**config.mk**
```make
export PLATFORM = sky130hd
export DESIGN_NAME = button_debouncer
export DESIGN_NICKNAME = d
export VERILOG_FILES = /design/src/rtl/button_pkg.sv /design/src/rtl/debounce_bit.sv /design/src/rtl/button_debouncer.sv
export SDC_FILE = /design/constraint.sdc
export NUM_CORES = 1
export LEC_CHECK = 0
export CORE_UTILIZATION = 50
export CTS_CLUSTER_DIAMETER = 150
export DETAILED_ROUTE_END_ITERATION = 10
export PLACE_DENSITY = 0.78
export SLEW_MARGIN = 20
export SYNTH_ARGS = -nofsm -noshare
export SYNTH_HDL_FRONTEND = slang
export SYNTH_SLANG_ARGS = --single-unit
```
**constraint.sdc**
```tcl
create_clock -name clk -period 2.7 [get_ports clk]
set_clock_uncertainty 0.05 [all_clocks]
set_input_delay 0.675 -clock clk [delete_from_list [all_inputs] [get_ports clk]]
set_output_delay 0.675 -clock clk [all_outputs]
set_load 0.02 [all_outputs]
```
**src/rtl/button_pkg.sv**
```systemverilog
// Shared definitions for the push-button debouncer: per-button FSM state
// encoding and the board button bit positions.
package button_pkg;

  // Per-button filter state. The MSB matches the accepted level in both stable
  // states. Each WAIT state counts samples toward the opposite level.
  typedef enum logic [1:0] {
    STABLE_LO = 2'b00,
    WAIT_HI   = 2'b01,
    STABLE_HI = 2'b11,
    WAIT_LO   = 2'b10
  } db_state_e;

  // Bit positions of the board buttons on the raw bus.
  localparam int BTN_U = 0;
  localparam int BTN_D = 1;
  localparam int BTN_L = 2;
  localparam int BTN_R = 3;
  localparam int BTN_C = 4;

endpackage

```
**src/rtl/debounce_bit.sv**
```systemverilog
// Single-button debouncer: 2-flop synchroniser, stability counter and
// registered level / press / release outputs.
//
// state     | meaning
// ----------+-------------------------------------------------------------
// STABLE_LO | accepted level 0, counter idle at 0
// WAIT_HI   | sync input went 1, counting consecutive 1 samples
// STABLE_HI | accepted level 1, counter idle at 0
// WAIT_LO   | sync input went 0, counting consecutive 0 samples
module debounce_bit
  import button_pkg::*;
#(
  parameter int DB_CYCLES = 4,
  parameter int CW        = 2
) (
  input  logic clk,
  input  logic rst_n,
  input  logic btn_i,
  output logic db_o,
  output logic press_o,
  output logic release_o
);

  // The last count value before acceptance. The counter never goes past it,
  // so CW = clog2(DB_CYCLES) bits are enough.
  localparam logic [CW-1:0] CNT_LAST = CW'(DB_CYCLES - 1);

  logic            sync1_q;
  logic            sync2_q;
  db_state_e       state_q;
  logic [CW-1:0]   cnt_q;
  logic            db_q;
  logic            press_q;
  logic            release_q;

  // Two-flop synchroniser for the asynchronous raw button level.
  always_ff @(posedge clk or negedge rst_n) begin
    if (!rst_n) begin
      sync1_q <= 1'b0;
      sync2_q <= 1'b0;
    end else begin
      sync1_q <= btn_i;
      sync2_q <= sync1_q;
    end
  end

  // Filter FSM with counter and registered outputs. A single opposite sample
  // aborts a wait, so there is no partial credit for a bouncing input.
  always_ff @(posedge clk or negedge rst_n) begin
    if (!rst_n) begin
      state_q   <= STABLE_LO;
      cnt_q     <= '0;
      db_q      <= 1'b0;
      press_q   <= 1'b0;
      release_q <= 1'b0;
    end else begin
      press_q   <= 1'b0;
      release_q <= 1'b0;
      case (state_q)
        STABLE_LO: begin
          if (sync2_q) begin
            state_q <= WAIT_HI;
            cnt_q   <= CW'(1);
          end else begin
            cnt_q   <= '0;
          end
        end
        WAIT_HI: begin
          if (!sync2_q) begin
            state_q <= STABLE_LO;
            cnt_q   <= '0;
          end else if (cnt_q == CNT_LAST) begin
            state_q <= STABLE_HI;
            cnt_q   <= '0;
            db_q    <= 1'b1;
            press_q <= 1'b1;
          end else begin
            cnt_q   <= cnt_q + 1'b1;
          end
        end
        STABLE_HI: begin
          if (!sync2_q) begin
            state_q <= WAIT_LO;
            cnt_q   <= CW'(1);
          end else begin
            cnt_q   <= '0;
          end
        end
        WAIT_LO: begin
          if (sync2_q) begin
            state_q   <= STABLE_HI;
            cnt_q     <= '0;
          end else if (cnt_q == CNT_LAST) begin
            state_q   <= STABLE_LO;
            cnt_q     <= '0;
            db_q      <= 1'b0;
            release_q <= 1'b1;
          end else begin
            cnt_q     <= cnt_q + 1'b1;
          end
        end
        default: begin
          state_q <= STABLE_LO;
          cnt_q   <= '0;
        end
      endcase
    end
  end

  assign db_o      = db_q;
  assign press_o   = press_q;
  assign release_o = release_q;

endmodule

```
**src/rtl/button_debouncer.sv**
```systemverilog
// Debouncer for the raw push-button bus. Each button gets its own debounce_bit
// instance, and the instances share nothing.
module button_debouncer
  import button_pkg::*;
#(
  parameter int Nbtn      = 5,
  parameter int DB_CYCLES = 1000000
) (
  input  logic            clk,
  input  logic            rst_n,
  input  logic [Nbtn-1:0] btn,
  output logic [Nbtn-1:0] btn_db,
  output logic [Nbtn-1:0] btn_press,
  output logic [Nbtn-1:0] btn_release
);

  localparam int CW = (DB_CYCLES > 1) ? $clog2(DB_CYCLES) : 1;

  for (genvar g = 0; g < Nbtn; g++) begin : g_btn
    debounce_bit #(
      .DB_CYCLES (DB_CYCLES),
      .CW        (CW)
    ) u_bit (
      .clk       (clk),
      .rst_n     (rst_n),
      .btn_i     (btn[g]),
      .db_o      (btn_db[g]),
      .press_o   (btn_press[g]),
      .release_o (btn_release[g])
    );
  end

endmodule

```
; ---- Yosys cells after proc, flatten, opt, wreduce, memory -nomap -nowiden
; Cells that the tools add are included.
[classes]
n_addsub = 5
n_mux = 115
bitwise = 0
n_div = 0
mul = 0
shift = 0
n_lt_le_gt_ge = 0
n_eq_ne = 60
reduce_logical = 20
[ops]
columns = op, count
row1 = $pmux 20 s4, 5
row2 = $mux 20, 15
row3 = $add 20x1->20 const B, 5
row4 = $eq 20x20->1 const B, 5
row5 = $mux 2, 30
row6 = $mux 1, 55
row7 = $ne 2x1->1 const B, 20
row8 = $pmux 2 s4, 5
row9 = $reduce_and 5->1, 5
row10 = $eq 2x2->1 const B, 10
row11 = $ne 2x2->1 const B, 10
row12 = $reduce_and 4->1, 5
row13 = $ne 3x1->1 const B, 5
row14 = $ne 3x3->1 const B, 5
row15 = $eq 2x1->1 const B, 5
row16 = $logic_not 2->1, 5
row17 = $pmux 1 s2, 5
row18 = $reduce_bool 2->1, 5
[totals]
regBits = 135
elab_cells = 235
romBits = 0
output_inout_bits = 15
mem_bits_rw = 0
n_memories = 0
latch_bits = 0

; ---- Depth between registers and ports, before layout
[logic_depth]
word_depth = 4
depth_mapped = 8
depth_no_buf = 7

; ---- By module
; Synthesis repeated with hierarchy kept, for this count alone.
[unflattened]
cells_unflattened = 749
area_unflattened_um2 = 7402.1
[modules_own_cells]
columns = module, cells_each, seq_area_each_um2, instances, area_per_inst_um2
row1 = debounce_bit at g_btn[1].u_bit ..., 146, 675.6, 3, 1435.1
row2 = debounce_bit at g_btn[4].u_bit, 158, 675.6, 1, 1619.1
row3 = debounce_bit at g_btn[0].u_bit, 153, 675.6, 1, 1477.7

; ---- Worst setup path before layout
; Ideal clock, no wire load.
[synth_path]
path_kind = flip-flop to flip-flop
startpoint = register g_btn[2].u_bit.cnt_q[0]
endpoint = register g_btn[2].u_bit.state_q[0]
arrival_ns = 2.028
synth_period_minus_slack_ns = 2.200
slack_ns = 0.500
path_stages_with_launch = 8
required_ns = 2.528
path_cell_list = dfrtp_1 > ha_1 > nand3_1 > or4_1 > or2_1 > clkbuf_2 > a211o_1 > a32o_1
[synth_via]
elab_chain_cells = 3
elab_cells_between_ends = 4
cone_classes = eq/ne: 3 / reduce/logical: 1
[synth_rtl]
columns = item, line
row1 = start: declaration, debounce_bit.sv:31  ; logic [CW-1:0] cnt_q;
row2 = start signal: assignment, debounce_bit.sv:78  ; cnt_q <= cnt_q + 1'b1;
row3 = start signal: assignment, debounce_bit.sv:99  ; cnt_q <= cnt_q + 1'b1;
row4 = $eq 20x20->1 *, "debounce_bit.sv:72, debounce_bit.sv:93"
row5 = $ne 3x1->1 (no source line) / $ne 3x3->1 (equally long branches), n/a
row6 = $reduce_and 4->1 (no source line) *, n/a
row7 = end signal: assignment, debounce_bit.sv:70  ; state_q <= STABLE_LO;
row8 = end signal: assignment, debounce_bit.sv:73  ; state_q <= STABLE_HI;
row9 = end signal: assignment, debounce_bit.sv:94  ; state_q <= STABLE_LO;
row10 = end: declaration, debounce_bit.sv:30  ; db_state_e state_q;
; Every way passes the cells marked *; elsewhere a longest branch is shown, timed or not.
; A chain may end at the register's enable or synchronous reset.

; ---- Worst setup path in the final report
[layout_path]
startpoint = register g_btn[1].u_bit.cnt_q[12]
endpoint = register g_btn[1].u_bit.cnt_q[0]
[layout_via]
elab_chain_cells = 4
elab_cells_between_ends = 5
cone_classes = eq/ne: 1 / mux: 4
[layout_rtl]
columns = item, line
row1 = start: declaration, debounce_bit.sv:31
row2 = start signal: assignment, debounce_bit.sv:78
row3 = start signal: assignment, debounce_bit.sv:99
row4 = $eq 20x20->1 *, "debounce_bit.sv:72, debounce_bit.sv:93"
row5 = $mux 20 *, "debounce_bit.sv:72, debounce_bit.sv:93"
row6 = $mux 20 (on tied branches), "debounce_bit.sv:90, debounce_bit.sv:69"
row7 = $pmux 20 s4 *, debounce_bit.sv:59  ; case (state_q)
; Marked as above.

==> results.json <==
{
  "period_needed_ns": 2.322,
  "synth_top_family_by_area": "simple AND/OR/NAND/NOR gates",
  "grt_overflow": 0,
  "die_w_um": 118.8,
  "syn2layout_area_growth_pct": 12.92,
  "wl_um": 12280,
  "clock.fmax_mhz": 430.7,
  "setup_violations": 0,
  "cts_buffers": 17,
  "ys_async_sr_fraction": 1.000,
  "rsz0062_at_grt": "no",
  "synth_edf_count": 0,
  "start_kind": "flip-flop",
  "avgSynthCellArea_um2": 9.764,
  "yosysSeqAreaShare": 0.4950,
  "cts_root_buf": "clkbuf_16",
  "worstMarginPinSlew_ns": 0.8062,
  "core_area_um2": 13300,
  "path_cells": "or4b_1 -> or4_1 -> o21ai_1 -> or2_2 -> o221ai_1",
  "cp_slowest_cell": "or4b_1",
  "drc": 0,
  "vias_per_cell": 5.420,
  "leakage_uw": 0.003214,
  "fp-row-count": 42,
  "wl_per_cell_um": 13.59,
  "vias": 4894,
  "synth_ff_type": "dfrtp_1",
  "ys_ff_latch": 135,
  "layout.nets": 748,
  "gp_congestion": 0.8106,
  "p_total_uw": 5821,
  "synth_cell_types": 52,
  "max_stage_delay_ns": 0.51,
  "status": "complete, no violations",
  "cap_violations": 0,
  "grt_antenna_before_repair": 0,
  "postCtsSetupBuffers": 0,
  "die_area_um2": 14120,
  "finalSetupTns_ns": 0,
  "synth_xor_area_frac": 0.1155,
  "first_pass_iters": 4,
  "worstSetupEndpointType": "flip-flop",
  "p_per_area_nw_per_um2": 755.3,
  "min_path_type": "primary input to async pin",
  "postRouteAntennaNets": 0,
  "synth_top_cell_by_area": "dfrtp_1",
  "initial_core_util": 0.5134,
  "grt_max_degree": 65,
  "synth_most_common_cell": "nor2_1",
  "drv_slew": 0,
  "cp.arrival_ns": 2.55,
  "cts-resized-gates": 0,
  "yosys.area.top_type_share": 0.4950,
  "synth-compound-area-share": 0.04730,
  "yosysWarnings": 0,
  "clk_latency_ns": 0.41,
  "syn_inst": 699,
  "postCtsHoldBufs": 0,
  "clock_sinks": 135,
  "holdWs_ns": 0.1797,
  "grt_usage": 0.1893,
  "drive_gt1_frac": 0.06052,
  "clockBufferDepth": 2,
  "ys_top_cells_by_count": "137 x nor2_1, 135 x dfrtp_1, 56 x xor2_1, 50 x nand3_1, 42 x nand2_1",
  "reg2reg_to": "g_btn[1].u_bit.cnt_q[0]$_DFF_PN0_",
  "finalCritPeriodShare": 0.8599,
  "drt_iter0_markers": 300,
  "grt_first_pass_wirelength_um": 21670,
  "required_ns": 2.92,
  "path_max_fanout": 20,
  "synth-simple-area-share": 0.2378,
  "die_h_um": 118.8,
  "synthAdderAreaFrac": 0.04950,
  "slew_headroom": 0.4576,
  "cts.clk_slew.worst_paths_ns": 0.06,
  "hold_violations": 0,
  "synthesis.nets": 733,
  "reg2reg_from": "g_btn[1].u_bit.cnt_q[12]$_DFF_PN0_",
  "critPathKind": "flip-flop to flip-flop",
  "antenna_cells": 0,
  "synthesis.area_um2": 6825,
  "ios": 22,
  "synth.area.top_cells": "dfrtp_1 49%, nor2_1 7.5%, xor2_1 7.2%, ha_1 4.9%, xnor2_1 4.4%",
  "grt_pass1_vias": 4914,
  "port_buffers": 21,
  "htree_levels": 4,
  "rr_worst_depth": 5,
  "ir_drop_v": 0.0004172,
  "r2r_slack_ns": 0.38,
  "place_hpwl_um": 8384,
  "synthMuxAreaShare": 0.01393,
  "cts_tree": "yes"
}
==> report_power, final <==
| group | leakage (uW) | internal, uW | switching [uW] | total [uW] |
|---|---|---|---|---|
| registers | 0.00181 | 2170 | 145 | 2310 |
| logic | 0.00114 | 494 | 787 | 1280 |
| clock network | 0.000266 | 1380 | 843 | 2230 |
| total | 0.00321 | 4050 | 1770 | 5820 |
==> cell usage in the layout (no fill, tap or decap), types with 2 or more instances in the layout <==
cell             synthesis  final
nor2_1                 137    137
and4b_1                  2      2
a21oi_1                 15     15
o221ai_1                 2      2
or4b_1                   2      2
and3_1                  13     13
and4_1                   6      6
nor4b_1                  8      8
nand2b_1                 8      8
clkbuf_16                0     17
clkinvlp_4               0      5
or4_1                    4      4
o21ai_0                 13     13
inv_1                   28     28
dfrtp_1                135    135
nor2b_1                  4      4
nand3b_1                 4      4
nor4_1                   8      8
nor3b_1                  3      3
o22ai_1                  2      2
nor3_1                   6      6
or3_1                    3      3
ha_1                    27     27
buf_4                   15      4
or2_1                    2      2
a211oi_1                 2      2
a32o_1                   2      2
nand4_1                 22     22
clkbuf_1                10      3
nand2_1                 42     42
clkdlybuf4s50_1          0     20
xnor2_1                 34     34
o31ai_1                  4      4
xor2_1                  56     56
bufinv_16                0      2
nand3_1                 50     50
mux2_2                   4      4
clkinv_2                 0      2
mux2i_1                  5      5
==> cell type report <==
class / instances / area [um^2]
fill: 1079 / 5588
sequential: 135 / 3378
multi-input combinational: 506 / 3167
clock buffer: 21 / 450.4
timing repair buffer: 26 / 261.5
tap: 176 / 220.2
clock inverter: 11 / 125.1
inverter: 28 / 105.1
==> worst max-delay path, delay by kind of cell (launching register included) <==
| kind | cells | cell delay [ns] |
|---|---|---|
| AOI/OAI and AO/OA | 2 | 0.38 |
| and+or+nand+nor | 3 | 1.34 |
| DFF | 1 | 0.41 |
==> worst max-delay path by stage <==
stage                                             from                                     to  slack, ns  depth (start not counted)
finish              g_btn[1].u_bit.cnt_q[12]$_DFF_PN0_      g_btn[1].u_bit.cnt_q[0]$_DFF_PN0_       0.38                          5
CTS                 g_btn[1].u_bit.cnt_q[12]$_DFF_PN0_      g_btn[1].u_bit.cnt_q[0]$_DFF_PN0_       0.36                          5
global route         g_btn[1].u_bit.cnt_q[0]$_DFF_PN0_      g_btn[1].u_bit.cnt_q[0]$_DFF_PN0_       0.21                          6
floorplan            g_btn[2].u_bit.cnt_q[0]$_DFF_PN0_  g_btn[2].u_bit.state_q[0]$_DFFE_PN0P_       0.50                          7
global placement    g_btn[1].u_bit.cnt_q[12]$_DFF_PN0_      g_btn[1].u_bit.cnt_q[0]$_DFF_PN0_       0.45                          5
detailed placement  g_btn[1].u_bit.cnt_q[12]$_DFF_PN0_      g_btn[1].u_bit.cnt_q[0]$_DFF_PN0_       0.38                          5
==> per-layer routing <==
metal	GRT usage	part of all wire
met1	0.2372	0.46
met2	0.3158	0.49
met3	0.04789	0.030
met4	0.07120	0.014
met5	0	0
==> state kept, by name, summed over array words and instances, names as in the netlist <==
name / flops
g_btn.u_bit.cnt_q: 100
g_btn.u_bit.state_q: 10
g_btn.u_bit.db_o: 5
g_btn.u_bit.press_o: 5
g_btn.u_bit.release_o: 5
g_btn.u_bit.sync1_q: 5
g_btn.u_bit.sync2_q: 5
==> stage by stage <==
step | utilization | setup slack (ns) | cells | cell area (um^2)
2_1_floorplan | - | 0.5004 | 699 | 6825
3_3_place_gp | 0.5364 | 0.4507 | 871 | 7132
3_5_place_dp | 0.5364 | 0.3811 | 871 | 7132
4_1_cts | 0.5797 | 0.3638 | 903 | 7707
5_1_grt | 0.5797 | 0.2102 | 903 | 7707
6_report | 0.5797 | 0.3782 | 903 | 7707
==> logic make-up after synthesis <==
group / count (synthesis)
buffers and inverters: 58
multiplexers: 9
AO/OA/AOI/OAI: 50
adder cells (fa/ha/maj): 27
XOR/XNOR: 90
AND/OR/NAND/NOR: 330
flip-flops: 135
(Power assumes the default switching activity.)
